File: src/rtl/pipe_result_monitor_pkg.sv
// Shared definitions for the pipeline result monitor: default width,
// FSM state encoding and the golden expected-result function.
package pipe_result_monitor_pkg;

   localparam int N_DEF = 10;
   localparam int WMAX  = 32;

   typedef enum logic [1:0] {
      IDLE  = 2'd0,
      TRACK = 2'd1,
      HALT  = 2'd2
   } state_t;

   // F = ((A+B)+(C-D))*D, evaluated wide; callers truncate to N bits.
   // The low N bits of wrap-around arithmetic equal the exact result
   // mod 2^N, so a fixed wide width serves every N <= WMAX.
   function automatic logic [WMAX-1:0] exp_f(
      input logic [WMAX-1:0] a,
      input logic [WMAX-1:0] b,
      input logic [WMAX-1:0] c,
      input logic [WMAX-1:0] d
   );
      return ((a + b) + (c - d)) * d;
   endfunction

endpackage

File: src/rtl/pipe_result_monitor_if.sv
// Pipeline tap bundle: operand entry strobe + operands, result strobe + F.
// master drives (pipeline side), slave observes (monitor side).
interface pipe_result_monitor_if
   import pipe_result_monitor_pkg::*;
#(
   parameter int N = N_DEF
);

   logic         in_valid;
   logic [N-1:0] a;
   logic [N-1:0] b;
   logic [N-1:0] c;
   logic [N-1:0] d;
   logic         out_valid;
   logic [N-1:0] f;

   modport master (
      output in_valid, a, b, c, d,
      output out_valid, f
   );

   modport slave (
      input in_valid, a, b, c, d,
      input out_valid, f
   );

endinterface

File: src/rtl/pipe_result_monitor_sync_fifo.sv
// Show-ahead synchronous FIFO holding expected results.
// Ports: clk, rst (sync, high), push/din, pop/dout, full, empty, cnt.
module sync_fifo
   import pipe_result_monitor_pkg::*;
#(
   parameter int WIDTH = N_DEF,
   parameter int DEPTH = 8
) (
   input  logic                     clk,
   input  logic                     rst,
   input  logic                     push,
   input  logic [WIDTH-1:0]         din,
   input  logic                     pop,
   output logic [WIDTH-1:0]         dout,
   output logic                     full,
   output logic                     empty,
   output logic [$clog2(DEPTH):0]   cnt
);

   localparam int AW = $clog2(DEPTH);

   logic [WIDTH-1:0] mem [DEPTH];
   logic [AW:0]      wp;
   logic [AW:0]      rp;

   // Extra MSB tells a full ring from an empty one.
   assign empty = (wp == rp);
   assign full  = (wp[AW] != rp[AW]) &&
                  (wp[AW-1:0] == rp[AW-1:0]);
   assign cnt   = wp - rp;
   assign dout  = mem[rp[AW-1:0]];

   always_ff @(posedge clk) begin
      if (rst) begin
         wp <= '0;
         rp <= '0;
      end else begin
         if (push) wp <= wp + 1'b1;
         if (pop)  rp <= rp + 1'b1;
      end
   end

   // Storage is not reset; pointers define validity.
   always_ff @(posedge clk) begin
      if (push) mem[wp[AW-1:0]] <= din;
   end

endmodule

File: src/rtl/pipe_result_monitor.sv
// In-order response checker for the 4-operand arithmetic pipeline.
// Ports: clk, rst (sync, high); bus (slave: in_valid,a..d,out_valid,f);
// match_cnt, mism_cnt (16b saturating); err_flag, ovf, udf, tmo (sticky);
// first_exp, first_got (first mismatch/timeout detail); busy (queue non-empty).
module pipe_result_monitor
   import pipe_result_monitor_pkg::*;
#(
   parameter int N        = N_DEF,
   parameter int DEPTH    = 8,
   parameter int TMO      = 16,
   parameter bit HALT_ERR = 1'b0
) (
   input  logic                 clk,
   input  logic                 rst,
   pipe_result_monitor_if.slave bus,
   output logic [15:0]          match_cnt,
   output logic [15:0]          mism_cnt,
   output logic                 err_flag,
   output logic [N-1:0]         first_exp,
   output logic [N-1:0]         first_got,
   output logic                 ovf,
   output logic                 udf,
   output logic                 tmo,
   output logic                 busy
);

   localparam int AW  = $clog2(DEPTH);
   localparam int AGW = $clog2(TMO + 1);

   state_t         state_q;
   state_t         state_d;
   logic           halted;
   logic           full;
   logic           empty;
   logic [AW:0]    cnt;
   logic [N-1:0]   head;
   logic [N-1:0]   exp_v;
   logic [AGW-1:0] age_q;
   logic           push;
   logic           pop;
   logic           chk;
   logic           hit;
   logic           miss;
   logic           tout;
   logic           ovf_ev;
   logic           udf_ev;
   logic           err_ev;
   logic           first_seen;

   assign halted = (state_q == HALT);
   assign busy   = !empty;

   assign exp_v = N'(exp_f(WMAX'(bus.a), WMAX'(bus.b),
                           WMAX'(bus.c), WMAX'(bus.d)));

   // A real result always wins over a timeout in the same cycle.
   // The timeout fires on the TMO-th cycle the head has waited.
   assign chk  = !halted && bus.out_valid && !empty;
   assign tout = !halted && !bus.out_valid && !empty &&
                 (age_q == AGW'(TMO - 1));
   assign pop  = chk || tout;

   // A pop in the same cycle frees the slot, even when full.
   assign push   = !halted && bus.in_valid && (!full || pop);
   assign ovf_ev = !halted && bus.in_valid && full && !pop;
   assign udf_ev = !halted && bus.out_valid && empty;

   assign hit    = chk && (head == bus.f);
   assign miss   = chk && (head != bus.f);
   assign err_ev = miss || tout || ovf_ev || udf_ev;

   sync_fifo #(
      .WIDTH (N),
      .DEPTH (DEPTH)
   ) u_fifo (
      .clk   (clk),
      .rst   (rst),
      .push  (push),
      .din   (exp_v),
      .pop   (pop),
      .dout  (head),
      .full  (full),
      .empty (empty),
      .cnt   (cnt)
   );

   always_ff @(posedge clk) begin
      if (rst) state_q <= IDLE;
      else     state_q <= state_d;
   end

   always_comb begin
      state_d = state_q;
      unique case (state_q)
         IDLE: begin
            if (push) state_d = TRACK;
         end
         TRACK: begin
            if (pop && !push && (cnt == (AW+1)'(1)))
               state_d = IDLE;
         end
         HALT:    state_d = HALT;
         default: state_d = IDLE;
      endcase
      if (HALT_ERR && err_ev) state_d = HALT;
   end

   // Age of the current head entry; frozen while halted.
   always_ff @(posedge clk) begin
      if (rst) begin
         age_q <= '0;
      end else if (!halted) begin
         if (pop || (push && empty))
            age_q <= '0;
         else if (!empty)
            age_q <= age_q + AGW'(1);
      end
   end

   always_ff @(posedge clk) begin
      if (rst) begin
         match_cnt  <= '0;
         mism_cnt   <= '0;
         err_flag   <= 1'b0;
         ovf        <= 1'b0;
         udf        <= 1'b0;
         tmo        <= 1'b0;
         first_exp  <= '0;
         first_got  <= '0;
         first_seen <= 1'b0;
      end else begin
         if (hit && (match_cnt != 16'hFFFF))
            match_cnt <= match_cnt + 16'd1;
         if ((miss || tout) && (mism_cnt != 16'hFFFF))
            mism_cnt <= mism_cnt + 16'd1;
         if (err_ev) err_flag <= 1'b1;
         if (ovf_ev) ovf      <= 1'b1;
         if (udf_ev) udf      <= 1'b1;
         if (tout)   tmo      <= 1'b1;
         // Detail registers capture only the first compare failure.
         if ((miss || tout) && !first_seen) begin
            first_seen <= 1'b1;
            first_exp  <= head;
            first_got  <= tout ? '0 : bus.f;
         end
      end
   end

endmodule

File: src/flat_wrapper.sv
// flat-port wrapper written by rule: the top's interface ports become plain ports
module pipe_result_monitor_flat import pipe_result_monitor_pkg::*;
#(
   parameter int N        = N_DEF,
   parameter int DEPTH    = 8,
   parameter int TMO      = 16,
   parameter bit HALT_ERR = 1'b0
)
  (clk, rst, match_cnt, mism_cnt, err_flag, first_exp, first_got, ovf, udf, tmo, busy, bus_in_valid, bus_a, bus_b, bus_c, bus_d, bus_out_valid, bus_f);
  pipe_result_monitor_if #(.N(N)) bus_i ();
  input  logic clk;
  input  logic rst;
  output logic [15:0] match_cnt;
  output logic [15:0] mism_cnt;
  output logic err_flag;
  output logic [N-1:0] first_exp;
  output logic [N-1:0] first_got;
  output logic ovf;
  output logic udf;
  output logic tmo;
  output logic busy;
  input wire logic [$bits(bus_i.in_valid)-1:0] bus_in_valid;
  input wire logic [$bits(bus_i.a)-1:0] bus_a;
  input wire logic [$bits(bus_i.b)-1:0] bus_b;
  input wire logic [$bits(bus_i.c)-1:0] bus_c;
  input wire logic [$bits(bus_i.d)-1:0] bus_d;
  input wire logic [$bits(bus_i.out_valid)-1:0] bus_out_valid;
  input wire logic [$bits(bus_i.f)-1:0] bus_f;
  assign bus_i.in_valid = bus_in_valid;
  assign bus_i.a = bus_a;
  assign bus_i.b = bus_b;
  assign bus_i.c = bus_c;
  assign bus_i.d = bus_d;
  assign bus_i.out_valid = bus_out_valid;
  assign bus_i.f = bus_f;
  pipe_result_monitor #(.N(N), .DEPTH(DEPTH), .TMO(TMO), .HALT_ERR(HALT_ERR)) u_core (.clk(clk), .rst(rst), .bus(bus_i), .match_cnt(match_cnt), .mism_cnt(mism_cnt), .err_flag(err_flag), .first_exp(first_exp), .first_got(first_got), .ovf(ovf), .udf(udf), .tmo(tmo), .busy(busy));
endmodule
File: config.mk
export PLATFORM = sky130hd
export DESIGN_NAME = pipe_result_monitor_flat
export DESIGN_NICKNAME = d
export VERILOG_FILES = /design/src/rtl/pipe_result_monitor_pkg.sv /design/src/rtl/pipe_result_monitor_if.sv /design/src/rtl/pipe_result_monitor_sync_fifo.sv /design/src/rtl/pipe_result_monitor.sv /design/src/flat_wrapper.sv
export SDC_FILE = /design/constraint.sdc
export NUM_CORES = 1
export LEC_CHECK = 0
export CORE_ASPECT_RATIO = 1.75
export CORE_MARGIN = 2
export CORE_UTILIZATION = 40
export CTS_CLUSTER_DIAMETER = 80
export DETAILED_ROUTE_END_ITERATION = 16
export MAX_ROUTING_LAYER = met4
export SYNTH_ARGS = -nofsm -noshare
export SYNTH_HDL_FRONTEND = slang
export SYNTH_SLANG_ARGS = --single-unit
export TNS_END_PERCENT = 10
File: constraint.sdc
create_clock -name clk -period 12.47 [get_ports clk]
set_input_delay 2.494 -clock clk [delete_from_list [all_inputs] [get_ports clk]]
set_output_delay 2.494 -clock clk [all_outputs]
set_load 0.1 [all_outputs]
==> results.tsv, run 1 <==
metric	value	unit
run status	completed	
area leader, netlist	edfxtp_1	
die area	0.0238	mm²
fin area	0.0110	mm²
number of synthesized flops with an enable pin	80	
CTS Hold Bufs	0	
clk_lat worst skew	420	ps
Worst Setup End Kind	register	
leading cell type in the layout, fill and taps excluded	clkdlybuf4s50_1	
via/cell ratio	5.13	
register area share after synthesis	43.3	%
critical path class	input port to register	
Synthesized Nets	983	
half-perimeter wire length after placement	15.8	mm
GRT Residual Overflow	0	
Filler Cell Count	2072	
Power Density	339	mW/mm²
Worst Clk Skew	8.15	ps
slowest cell on the critical path	clkdlybuf4s50_1	
# diodes	0	
Final ANT Viol Nets	0	
pins over their slew limit	0	
Initial DRC Count	301	
initial core utilization	40.7	%
mapped cell area	0.00902	mm²
Hold Path Class	register to register	
post-synthesis register bit count	155	
largest net degree at the start of global routing	77	
Post-Syn Instances	843	
Worst path max stage delay	570	ps
total track usage	18.3	%
Rows	72	
CTS resizes	0	
first-pass GRT wire length	33.1	mm
warnings from Yosys	0	
Max Cap Violations	0	
Final setup viols	0	
leakage power	4.18	nW
Buf/Inv on CP	5	
Setup TNS	0	ps
Sequential Area	0.00391	mm²
Startpoint Class	input port	
DRC Markers	0	
crit path DAT	10340	ps
ratio of cells with drive above 1 in the final layout	7.17	%
vias in the first global route	6616	
Clk Tree Root Cell	clkbuf_16	
Final #Nets	1092	
Post-DP Area	0.0104	mm²
initial antenna violation count	0	
min cycle time layout	10200	ps
CTS H-tree lvls	4	
Synth Flop Type	edfxtp_1	
TritonRoute pass-1 iters	5	
final WL	20.6	mm
Worst slew margin	19.6	%
Mapped Avg Cell Area	10.7	µm²
CP max FO	12	
DR WL/cell	16.3	µm
multi-input logic area	0.00475	mm²
clock sink count	155	
Top delay family on crit path	adder cells	
post-CTS setup buffer count	0	
PortBufs	110	
VDD IR max	0.415	mV
Die Wd	118	µm
Peak Freq	0.0980	GHz
CTS buffer count	17	
area share of the largest cell type after synthesis	26.6	%
Async SR Flop Fraction	0	%
# IOs	111	
CORE AREA	0.0222	mm²
most frequent cells in the layout	109 x clkdlybuf4s50_1, 83 x nand2_1, 80 x edfxtp_1, 74 x dfxtp_1, 68 x inv_1	
Worst-Margin Slew	1200	ps
gpl congestion	0.852	
clk slew on worst S/H paths	60	ps
Synth cell types	50	
CTS tree	built	
die span in y	203	µm
Area Growth Syn to Fin	21.9	%
top cells by area, synth	edfxtp_1 27%, dfxtp_1 17%, ha_1 8.3%	
final hold vios	0	
RSZ-0062 raised after global routing	false	
clk buf depth	2	
period utilization	81.8	%
CP required	12610	ps
via count	6455	
synth_stat cells (18+ instances only):
cell type and count:
a21oi_1 28, and2_1 22, clkbuf_1 20, dfxtp_1 75, edfxtp_1 80, fa_1 26
ha_1 60, inv_1 68, mux2i_1 25, mux4_2 20, nand2_1 83, nor2_1 62
nor3_1 18, o21ai_0 21, xnor2_1 59
final timing paths:
kind	start	endpoint	slack (ps)	cells after the start
max reg2reg	register	u_core.first_exp[8]	8510	8
min reg2reg	u_core.ovf	u_core.ovf	450	2
min	u_core.ovf	u_core.ovf	450	2
max	bus_d[0]	u_core.u_fifo.mem[0][9]	2270	31
power by group:
part / total [mW] / switching [mW] / internal [mW]
combinational: 2.09 / 1.23 / 0.856
clock: 0.502 / 0.207 / 0.294
sequential: 1.14 / 0.0374 / 1.10
sequential cells by signal (all words and copies together), names as in the netlist, named ones only:
name / count
u_core.state_q: 2
u_core.match_cnt: 16
u_core.u_fifo.rp: 4
u_core.tmo: 1
u_core.u_fifo.mem: 80
u_core.mism_cnt: 16
u_core.err_flag: 1
u_core.age_q: 5
u_core.u_fifo.wp: 4
u_core.ovf: 1
u_core.udf: 1
u_core.first_seen: 1
u_core.first_exp: 10
u_core.first_got: 10
worst reg2reg max path, cell delays in order (launching register included):
cell and delay, ps:
dfxtp_1 970, mux4_2 440, mux2i_1 290, xnor2_1 160
nor4_2 330, nand4_2 600, nand2_1 530, nor2_1 270
a211oi_1 290
final cells by class:
type | count | area share [%]
tap | 296 | 3.37
sequential | 155 | 35.5
clock inverter | 13 | 1.29
inverter | 68 | 2.32
multi-input combinational | 593 | 43.2
clock buffer | 17 | 3.87
timing repair buffer | 117 | 10.4
kinds of logic after synthesis:
logic type                 after synthesis  synth area share [%]
buffers and inverters                   95                  4.24
DFF                                    155                  43.3
xor gates and xnor gates                78                  7.88
and+or+nand+nor                        275                  15.0
muxes                                   49                  8.27
AOI/OAI and AO/OA                      105                  7.27
adders and majority gates               86                  14.1
layer usage:
| metal | share of wire (%) | up-vias | global-route usage (%) | wire length, µm |
|---|---|---|---|---|
| li1 | - | 3178 | - | - |
| met1 | 35 | 3099 | 16.6 | 7230 |
| met2 | 59 | 144 | 37.1 | 12200 |
| met3 | 2.7 | 34 | 2.78 | 546 |
| met4 | 3.0 | 0 | 7.57 | 621 |
| met5 | 0 | - | - | 0 |
metrics by stage:
step | total power [mW] | hold slack [ps] | utilization, % | instances | worst slack, ps
2_1_floorplan | 2.80 | 446 | - | 843 | 3090
3_3_place_gp | 3.22 | 436 | 47.1 | 1229 | 2020
3_5_place_dp | 3.28 | 442 | 47.1 | 1229 | 1840
4_1_cts | 3.79 | 452 | 49.6 | 1259 | 2280
5_1_grt | 4.07 | 482 | 49.6 | 1259 | 1650
6_report | 3.73 | 447 | 49.6 | 1259 | 2270
Note: power is estimated with default switching activity, not from simulation.
==> inputs of run 2 (changes only) <==
==> constraint.sdc (replaced) <==
create_clock -name clk -period 10.7 [get_ports clk]
set_input_delay 2.14 -clock clk [delete_from_list [all_inputs] [get_ports clk]]
set_output_delay 2.14 -clock clk [all_outputs]
set_load 0.1 [all_outputs]
==> run 2 against run 1 <==
Compared with the run above:
- die area unchanged
- global-route usage rose by 0.059 points
- utilization is 0.11 points higher
- critical path depth stayed put
- clock power is 18% higher
- sequential power up 17%
- worst hold slack worse by 2.4 ps
==> results.tsv, run 2 (synthesis gave the netlist of run 1 again) <==
metric	value	unit
Worst slew margin	26.2	%
hold path startpoint	u_core.ovf	
half-perimeter wire length after placement	15.9	mm
Post-DP Area	0.0104	mm²
CP required	10860	ps
min cycle time layout	9740	ps
Pwr Total	4.37	mW
slowest cell on the critical path	clkdlybuf4s50_1	
die span in y	203	µm
fin area	0.0110	mm²
Final ANT Viol Nets	0	
most frequent cells in the layout	109 x clkdlybuf4s50_1, 83 x nand2_1, 80 x edfxtp_1, 74 x dfxtp_1, 68 x inv_1	
# diodes	0	
CTS tree	built	
first-pass GRT wire length	33.3	mm
initial core utilization	40.7	%
RSZ-0062 raised after global routing	false	
Worst-Margin Slew	1100	ps
CORE AREA	0.0222	mm²
Final #Nets	1093	
CTS Hold Bufs	0	
Initial DRC Count	288	
TritonRoute pass-1 iters	4	
Startpoint Class	input port	
PortBufs	110	
pins over their slew limit	0	
pre-CTS setup slack	422	ps
Max Cap Violations	0	
Worst Clk Skew	10.2	ps
DR WL/cell	16.2	µm
Power Density	397	mW/mm²
VDD IR max	0.516	mV
gpl congestion	0.854	
CTS resizes	0	
Hold Path Class	register to register	
GRT Residual Overflow	0	
Setup TNS	0	ps
final WL	20.5	mm
Final setup viols	0	
CP max FO	12	
ratio of cells with drive above 1 in the final layout	7.56	%
Setup WS post-layout	955	ps
crit path DAT	9900	ps
Rows	72	
DRC Markers	0	
period utilization	91.1	%
CTS H-tree lvls	4	
final hold vios	0	
clock sink count	155	
die area	0.0238	mm²
Die Wd	118	µm
reg-to-reg slack, setup	6680	ps
Worst path max stage delay	570	ps
cells on worst reg2reg path	8	
worst flop-to-flop path endpoint	u_core.first_exp[4]	
largest net degree at the start of global routing	77	
max reg flops	80	
Clk Tree Root Cell	clkbuf_16	
WHS	444	ps
Filler Cell Count	2050	
critical path class	input port to register	
WHS Path Cells	2	
vias in the first global route	6615	
total track usage	18.4	%
hold path endpoint	u_core.ovf	
# IOs	111	
leading cell type in the layout, fill and taps excluded	clkdlybuf4s50_1	
leakage power	4.19	nW
CTS buffer count	17	
via/cell ratio	5.11	
via count	6447	
Area Growth Syn to Fin	22.2	%
Worst Setup SP	bus_d[0]	
clk buf depth	2	
Worst Setup End Kind	register	
initial antenna violation count	0	
run status	completed	
Peak Freq	0.103	GHz
post-CTS setup buffer count	0	
clk slew on worst S/H paths	60	ps
clk_lat worst skew	430	ps
-- run 2: changes by cell type in the layout (fill, tap and decap cells not counted), sizes merged --
cell,delta
inv,+4
clkinv,-2
buf,+1
bufinv,-1
clkbuf,+1
-- run 2: routing by layer --
layer | vias up | track usage [%] | part of all wire, %
met5 | - | - | 0
met4 | 0 | 8.82 | 3.9
met3 | 40 | 2.56 | 2.5
met2 | 128 | 36.2 | 58
met1 | 3102 | 17.1 | 36
li1 | 3177 | - | -
-- run 2: worst max path at each step --
stage	slack [ps]	to
2_1_floorplan	1680	u_core.u_fifo.mem[0][9]
3_3_place_gp	600	u_core.u_fifo.mem[0][9]
3_5_place_dp	420	u_core.u_fifo.mem[0][9]
4_1_cts	870	u_core.u_fifo.mem[0][9]
5_1_grt	220	u_core.u_fifo.mem[0][9]
6_report	960	u_core.u_fifo.mem[0][9]
-- run 2: where the power goes --
group	internal [mW]	total (mW)	switching (mW)
Clock	0.332	0.593	0.262
Combinational	1.01	2.45	1.44
Sequential	1.29	1.33	0.0447
Total	2.63	4.37	1.74
-- run 2: per-stage QoR --
stage	util [%]	std cells
after floorplan	-	843
after global placement	47.1	1230
final	49.7	1262
after detailed placement	47.1	1230
after CTS	49.7	1262
after global routing	49.7	1262
-- run 2: critical path, delay by kind of cell --
family / cells / cell delay, ps
compound gates: 5 / 630
buf+inv: 5 / 770
xor+xnor: 9 / 2230
simple gates: 4 / 660
fa+ha+maj: 8 / 3440
-- run 2: cell type report --
| class | instances | area [µm²] | share of cell area (%) |
|---|---|---|---|
| timing repair buffer | 118 | 1160 | 10.5 |
| sequential | 155 | 3910 | 35.4 |
| clock inverter | 14 | 154 | 1.40 |
| inverter | 68 | 255 | 2.32 |
| tap | 296 | 370 | 3.36 |
| clock buffer | 18 | 429 | 3.89 |
| multi-input combinational | 593 | 4750 | 43.1 |
